**config.mk**
```make
export PLATFORM = sky130hd
export DESIGN_NAME = cacheline_burst_adaptor_flat
export DESIGN_NICKNAME = d
export VERILOG_FILES = /design/src/rtl/cacheline_burst_adaptor_pkg.sv /design/src/rtl/cacheline_burst_adaptor_if.sv /design/src/rtl/cacheline_burst_adaptor_control.sv /design/src/rtl/cacheline_burst_adaptor.sv /design/src/flat_wrapper.sv
export SDC_FILE = /design/constraint.sdc
export NUM_CORES = 1
export LEC_CHECK = 0
export ABC_AREA = 1
export BUFFER_PORTS_ARGS = -buffer_cell sky130_fd_sc_hd__clkbuf_2
export CORE_AREA = 3 3 273 275
export CTS_CLUSTER_DIAMETER = 150
export DETAILED_ROUTE_END_ITERATION = 10
export DIE_AREA = 0 0 276 278
export PLACE_DENSITY = 0.73
export SLEW_MARGIN = 10
export SYNTH_ARGS = -nofsm -noshare
export SYNTH_HDL_FRONTEND = slang
export SYNTH_HIERARCHICAL = 1
export SYNTH_SLANG_ARGS = --single-unit
```
**constraint.sdc**
```tcl
create_clock -name clk -period 4.6 [get_ports clk]
set_input_delay 1.38 -clock clk [delete_from_list [all_inputs] [get_ports clk]]
set_output_delay 1.38 -clock clk [all_outputs]
set_load 0.02 [all_outputs]
```
**src/rtl/cacheline_burst_adaptor_pkg.sv**
```systemverilog
// Shared types and default geometry for the cache-line to memory-burst adaptor.
package cacheline_burst_adaptor_pkg;

  localparam int unsigned ADDR_WIDTH_DEF = 32;
  localparam int unsigned LINE_WIDTH_DEF = 256;
  localparam int unsigned BEAT_WIDTH_DEF = 64;

  typedef enum logic [1:0] {
    IDLE,
    READ_BURST,
    WRITE_BURST,
    DONE
  } state_t;

endpackage

```
**src/rtl/cacheline_burst_adaptor_if.sv**
```systemverilog
// Cache-side line port and memory-side burst port bundled together.
interface cacheline_burst_adaptor_if
  import cacheline_burst_adaptor_pkg::*;
#(
  parameter int unsigned ADDR_WIDTH = ADDR_WIDTH_DEF,
  parameter int unsigned LINE_WIDTH = LINE_WIDTH_DEF,
  parameter int unsigned BEAT_WIDTH = BEAT_WIDTH_DEF
);
  logic [ADDR_WIDTH-1:0] line_address;
  logic                  line_read;
  logic                  line_write;
  logic [LINE_WIDTH-1:0] line_wdata;
  logic [LINE_WIDTH-1:0] line_rdata;
  logic                  line_resp;
  logic [ADDR_WIDTH-1:0] burst_address;
  logic                  burst_read;
  logic                  burst_write;
  logic [BEAT_WIDTH-1:0] burst_wdata;
  logic [BEAT_WIDTH-1:0] burst_rdata;
  logic                  burst_resp;

  modport slave (
    input  line_address, line_read, line_write, line_wdata, burst_rdata, burst_resp,
    output line_rdata, line_resp, burst_address, burst_read, burst_write, burst_wdata
  );

  modport master (
    output line_address, line_read, line_write, line_wdata, burst_rdata, burst_resp,
    input  line_rdata, line_resp, burst_address, burst_read, burst_write, burst_wdata
  );
endinterface

```
**src/rtl/cacheline_burst_adaptor_control.sv**
```systemverilog
// Request FSM and beat counter for the burst adaptor.
module cacheline_burst_adaptor_control
  import cacheline_burst_adaptor_pkg::*;
#(
  parameter int unsigned BEATS = 4,
  localparam int unsigned CW = $clog2(BEATS)
) (
  input  logic          clk,
  input  logic          rst_n,
  input  logic          line_read,
  input  logic          line_write,
  input  logic          burst_resp,
  output state_t        state,
  output logic [CW-1:0] beat,
  output logic          accept,
  output logic          take,
  output logic          last,
  output logic          op_write
);
  state_t state_next;

  always_comb begin
    state_next = state;
    accept     = 1'b0;
    take       = 1'b0;
    last       = (beat == CW'(BEATS - 1));
    case (state)
      IDLE: begin
        // Write wins when both are raised; the read is left for the cache to reissue.
        if (line_write) begin
          state_next = WRITE_BURST;
          accept     = 1'b1;
        end else if (line_read) begin
          state_next = READ_BURST;
          accept     = 1'b1;
        end
      end
      READ_BURST, WRITE_BURST: begin
        take = burst_resp;
        if (burst_resp && last) state_next = DONE;
      end
      DONE:    state_next = IDLE;
      default: state_next = IDLE;
    endcase
  end

  always_ff @(posedge clk or negedge rst_n) begin
    if (!rst_n) begin
      state    <= IDLE;
      beat     <= '0;
      op_write <= 1'b0;
    end else begin
      state <= state_next;
      if (accept) begin
        beat     <= '0;
        op_write <= line_write;
      end else if (take) begin
        beat <= last ? '0 : beat + 1'b1;
      end
    end
  end
endmodule

```
**src/rtl/cacheline_burst_adaptor.sv**
```systemverilog
// Splits 256-bit cache-line transfers into 64-bit memory bursts and reassembles reads.
// Optional BURST_ADAPTOR_PERF_EN adds clearable read/write completion counters.
module cacheline_burst_adaptor
  import cacheline_burst_adaptor_pkg::*;
#(
  parameter int unsigned ADDR_WIDTH = ADDR_WIDTH_DEF,
  parameter int unsigned LINE_WIDTH = LINE_WIDTH_DEF,
  parameter int unsigned BEAT_WIDTH = BEAT_WIDTH_DEF
) (
  input logic clk,
  input logic rst_n,
  cacheline_burst_adaptor_if.slave bus
`ifdef BURST_ADAPTOR_PERF_EN
  ,
  input  logic        read_clear,
  input  logic        write_clear,
  output logic [31:0] read_count,
  output logic [31:0] write_count
`endif
);
  localparam int unsigned BEATS  = LINE_WIDTH / BEAT_WIDTH;
  localparam int unsigned CW     = $clog2(BEATS);
  localparam int unsigned OFFSET = $clog2(LINE_WIDTH / 8);
  localparam logic [ADDR_WIDTH-1:0] ALIGN_MASK = {ADDR_WIDTH{1'b1}} << OFFSET;

  state_t                state;
  logic [CW-1:0]         beat;
  logic                  accept;
  logic                  take;
  logic                  last;
  logic                  op_write;
  logic [ADDR_WIDTH-1:0] addr_q;
  logic [LINE_WIDTH-1:0] wbuf;
  logic [LINE_WIDTH-1:0] rbuf;
  logic [LINE_WIDTH-1:0] rbuf_next;
  logic [LINE_WIDTH-1:0] rdata_q;

  cacheline_burst_adaptor_control #(.BEATS(BEATS)) u_control (
    .clk        (clk),
    .rst_n      (rst_n),
    .line_read  (bus.line_read),
    .line_write (bus.line_write),
    .burst_resp (bus.burst_resp),
    .state      (state),
    .beat       (beat),
    .accept     (accept),
    .take       (take),
    .last       (last),
    .op_write   (op_write)
  );

  always_comb begin
    rbuf_next = rbuf;
    rbuf_next[int'(beat)*BEAT_WIDTH +: BEAT_WIDTH] = bus.burst_rdata;
  end

  // Reads assemble in rbuf; the visible line only changes as the last beat lands,
  // so line_rdata stays stable from one read completion to the next.
  always_ff @(posedge clk or negedge rst_n) begin
    if (!rst_n) begin
      addr_q  <= '0;
      wbuf    <= '0;
      rbuf    <= '0;
      rdata_q <= '0;
    end else begin
      if (accept) begin
        addr_q <= bus.line_address & ALIGN_MASK;
        wbuf   <= bus.line_wdata;
      end
      if (take && !op_write) begin
        rbuf <= rbuf_next;
        if (last) rdata_q <= rbuf_next;
      end
    end
  end

  assign bus.line_rdata    = rdata_q;
  assign bus.line_resp     = (state == DONE);
  assign bus.burst_address = addr_q;
  assign bus.burst_read    = (state == READ_BURST);
  assign bus.burst_write   = (state == WRITE_BURST);
  assign bus.burst_wdata   = wbuf[int'(beat)*BEAT_WIDTH +: BEAT_WIDTH];

`ifdef BURST_ADAPTOR_PERF_EN
  always_ff @(posedge clk or negedge rst_n) begin
    if (!rst_n) begin
      read_count  <= '0;
      write_count <= '0;
    end else begin
      if (read_clear) read_count <= '0;
      else if (state == DONE && !op_write) read_count <= read_count + 32'd1;
      if (write_clear) write_count <= '0;
      else if (state == DONE && op_write) write_count <= write_count + 32'd1;
    end
  end
`endif
endmodule
```
**src/flat_wrapper.sv**
```systemverilog
// flat-port wrapper written by rule: the top's interface ports become plain ports
module cacheline_burst_adaptor_flat import cacheline_burst_adaptor_pkg::*;
#(
  parameter int unsigned ADDR_WIDTH = ADDR_WIDTH_DEF,
  parameter int unsigned LINE_WIDTH = LINE_WIDTH_DEF,
  parameter int unsigned BEAT_WIDTH = BEAT_WIDTH_DEF
)
  (clk, rst_n, bus_line_address, bus_line_read, bus_line_write, bus_line_wdata, bus_burst_rdata, bus_burst_resp, bus_line_rdata, bus_line_resp, bus_burst_address, bus_burst_read, bus_burst_write, bus_burst_wdata);
  cacheline_burst_adaptor_if #(.ADDR_WIDTH(ADDR_WIDTH), .LINE_WIDTH(LINE_WIDTH), .BEAT_WIDTH(BEAT_WIDTH)) bus_i ();
  input logic clk;
  input logic rst_n;
  input wire logic [$bits(bus_i.line_address)-1:0] bus_line_address;
  input wire logic [$bits(bus_i.line_read)-1:0] bus_line_read;
  input wire logic [$bits(bus_i.line_write)-1:0] bus_line_write;
  input wire logic [$bits(bus_i.line_wdata)-1:0] bus_line_wdata;
  input wire logic [$bits(bus_i.burst_rdata)-1:0] bus_burst_rdata;
  input wire logic [$bits(bus_i.burst_resp)-1:0] bus_burst_resp;
  output wire logic [$bits(bus_i.line_rdata)-1:0] bus_line_rdata;
  output wire logic [$bits(bus_i.line_resp)-1:0] bus_line_resp;
  output wire logic [$bits(bus_i.burst_address)-1:0] bus_burst_address;
  output wire logic [$bits(bus_i.burst_read)-1:0] bus_burst_read;
  output wire logic [$bits(bus_i.burst_write)-1:0] bus_burst_write;
  output wire logic [$bits(bus_i.burst_wdata)-1:0] bus_burst_wdata;
  assign bus_i.line_address = bus_line_address;
  assign bus_i.line_read = bus_line_read;
  assign bus_i.line_write = bus_line_write;
  assign bus_i.line_wdata = bus_line_wdata;
  assign bus_i.burst_rdata = bus_burst_rdata;
  assign bus_i.burst_resp = bus_burst_resp;
  assign bus_line_rdata = bus_i.line_rdata;
  assign bus_line_resp = bus_i.line_resp;
  assign bus_burst_address = bus_i.burst_address;
  assign bus_burst_read = bus_i.burst_read;
  assign bus_burst_write = bus_i.burst_write;
  assign bus_burst_wdata = bus_i.burst_wdata;
  cacheline_burst_adaptor #(.ADDR_WIDTH(ADDR_WIDTH), .LINE_WIDTH(LINE_WIDTH), .BEAT_WIDTH(BEAT_WIDTH)) u_core (.clk(clk), .rst_n(rst_n), .bus(bus_i));
endmodule
```
==> results_dict.tcl <==
set metrics [dict create \
    status "finished, final reports clean" \
    rsz0062_at_grt "false" \
    clk_transition_reported_paths_ns 0.06 \
    path_buf_inv 2 \
    dpl_cell_area_um2 40500 \
    cts.htree.levels 3 \
    antenna_found_initial 30 \
    ios 712 \
    setup_viol 0 \
    p_comb_frac 0.382 \
    area_delta_synth_final_pct 20.4 \
    crit_fanout 152 \
    vias 32400 \
    core_um2 72600 \
    cpMaxStageDelayCell "o21ai_0" \
    synth-seq-cells 800 \
    portBuffers 701 \
    grt_max_degree 172 \
    dpl.hpwl_um 80000 \
    fmax_mhz 247 \
    cts_tree "yes" \
    viasPerCell 5.28 \
    hold_path.class "reg2reg" \
    sw_frac_of_total 0.403 \
    cts_hold_buf 0 \
    nNetsFinal 5451 \
    crit_path_max_incr_delay_ns 0.74 \
    clkSinkCount 800 \
    path_cells "buf_12 > o21ai_0 > nand2_1 > clkbuf_2" \
    intPower_w 0.0163 \
    cap_violations 0 \
    path_class "reg2out" \
    p_seq_frac 0.353 \
    wl_per_cell_um 19.5 \
    period_minus_slack_ns 4.05 \
    power_density_nw_per_um2 628 \
    critPathTopFamily "compound AO/OA/AOI/OAI gates" \
    period_share 0.880 \
    cp_data_arrival_time_ns 2.67 \
    p_leak_nw 24.8 \
    finalPower_w 0.0273 \
    ant_nets 0 \
    grt_pass1_wl_um 184000 \
    dieHeight_um 278 \
    syn-cell-area_um2 36200 \
    drv_slew 0 \
    drt-initial-drc-count 3363 \
    cts_buffers 86 \
    postSynthAreaPerCell_um2 8.02 \
    worst_slew_pin_slew_ns 0.976 \
    die_area_um2 76700 \
    clock_latency_ns 0.64 \
    crit_path_end_kind "output pin" \
    yosys_warnings 6 \
    num_rows 99 \
    die_w_um 276 \
    required_ns 3.22 \
    startpoint_type "register" \
    post-route-util 0.600 \
    drive_gt1_frac 0.211 \
    grt_remaining_overflow 0 \
    finalSetupTns_ns 0 \
    synth_seq_area_share 0.553 \
    grt_pass1_vias 31400 \
    start_util 0.498 \
    pwr-share-clk 0.265 \
    switchingPower_w 0.0110 \
    clock_tree.root_cell "clkbuf_16" \
    track_usage 0.305 \
    post_cts_buffers 0 \
    ir_worst_vdd_mv 0.606 \
    hold_viol 0 \
    place_congestion 0.910 \
    hold_ws_ns 0.475 \
    fin_skew_ns 0.0172 \
    relSlewSlack 0.349 \
    finalInstanceArea_um2 43500 \
    synth_cells 4509 \
    cts-resized-gates 0 \
    drc 0 \
    clockBufferDepth 3 \
    drt_first_pass_iters 6 \
    routed_wl_um 120000 \
    ys_types 21 \
]
tightest hold or removal path, cell delays in order, from the launching register on:
cell and delay, ns:
dfrtp_1 0.34, nand2_1 0.05, nand2_1 0.06
cells in the mapped netlist, drive strengths merged:
cell type	n	area, µm²
a21oi	129	649
nor2	23	109
nand2	2511	9430
clkbuf	147	552
o21ai	257	1290
nand3	78	390
buf	134	706
conb	1	3.75
inv	215	807
dfrtp	800	20000
mux2	155	1750
ha	7	87.6
nand3b	52	390
power groups by stage:
stage / logic (W) / clock network [W] / registers, W
finish: 0.0105 / 0.00724 / 0.00964
CTS: 0.0104 / 0.00733 / 0.00962
detailed placement: 0.0103 / 0 / 0.00973
global route: 0.0114 / 0.00762 / 0.00982
floorplan: 0.00660 / 0 / 0.00981
global placement: 0.0102 / 0 / 0.00965
cells in the final DEF, fill, tap and decap left out, types with 14 or more instances in the layout:
master and instances:
a21oi_1 128, buf_12 25, buf_4 41, clkbuf_1 14
clkbuf_16 87, clkbuf_2 700, clkbuf_8 21, clkinv_2 15
dfrtp_1 798, diode_2 25, inv_1 203, mux2_2 155
nand2_1 2509, nand3_1 78, nand3b_1 52, nor2_1 17
o21ai_0 256
final timing paths:
| check | startpoint | to | slack, ns | cells past startpoint |
|---|---|---|---|---|
| max in group asynchronous | rst_n | u_core/bus.line_rdata[22]$_DFFE_PN0P_ | 2.72 | 2 |
| setup / recovery | u_core/u_control/beat[0]$_DFFE_PN0P_ | bus_burst_wdata[8] | 0.55 | 4 |
| min in group asynchronous | rst_n | u_core/rbuf[133]$_DFFE_PN0N_ | 0.76 | 1 |
| hold reg to reg | u_core/bus.line_rdata[156]$_DFFE_PN0P_ | u_core/bus.line_rdata[156]$_DFFE_PN0P_ | 0.47 | 2 |
| setup reg to reg | u_core/u_control/state[1]$_DFFE_PN0P_ | u_core/rbuf[94]$_DFFE_PN0N_ | 1.59 | 10 |
| hold / removal | u_core/bus.line_rdata[156]$_DFFE_PN0P_ | u_core/bus.line_rdata[156]$_DFFE_PN0P_ | 0.47 | 2 |
flip-flops by register name, summed over array words and instances, names as in the netlist:
register and count:
u_core/bus.burst_address 27, u_core/bus.line_rdata 256, u_core/rbuf 256, u_core/u_control/beat 2, u_core/u_control/op_write 1, u_core/u_control/state 2
u_core/wbuf 256
cell type report:
type	count	area [µm²]
Clock inverter	33	440
Multi-Input combinational cell	3217	14100
Clock buffer	122	2520
Tap cell	959	1200
Timing Repair Buffer	767	4330
Sequential cell	800	20000
Inverter	215	832
Fill cell	6466	29000
Antenna cell	25	62.6
cells by family (layout without fill, tap and decap cells):
| kind of cell | Yosys count | in the layout | share of synthesized area |
|---|---|---|---|
| adder cells (fa/ha/maj) | 7 | 7 | 0.00242 |
| other | 1 | 30 | 0.000104 |
| multiplexers | 155 | 155 | 0.0482 |
| flip-flops | 800 | 800 | 0.553 |
| AO/OA/AOI/OAI | 386 | 386 | 0.0536 |
| AND/OR/NAND/NOR | 2664 | 2664 | 0.285 |
| buffers and inverters | 496 | 1137 | 0.0571 |
routing by layer:
metal | global-route usage | wire length [µm] | vias to the layer above
met4 | 0.153 | 6170 | 6
li1 | - | - | 15100
met3 | 0.0728 | 10400 | 273
met1 | 0.393 | 46500 | 15600
met2 | 0.487 | 56600 | 1476
met5 | 0 | 34 | -
per-stage QoR:
stage	setup WS [ns]	std cells
final	0.553	6138
after floorplan	1.87	4513
after CTS	0.606	6113
after global placement	1.07	5958
after global routing	0.549	6136
after detailed placement	1.06	5958
Power figures use the tool's default switching activity.
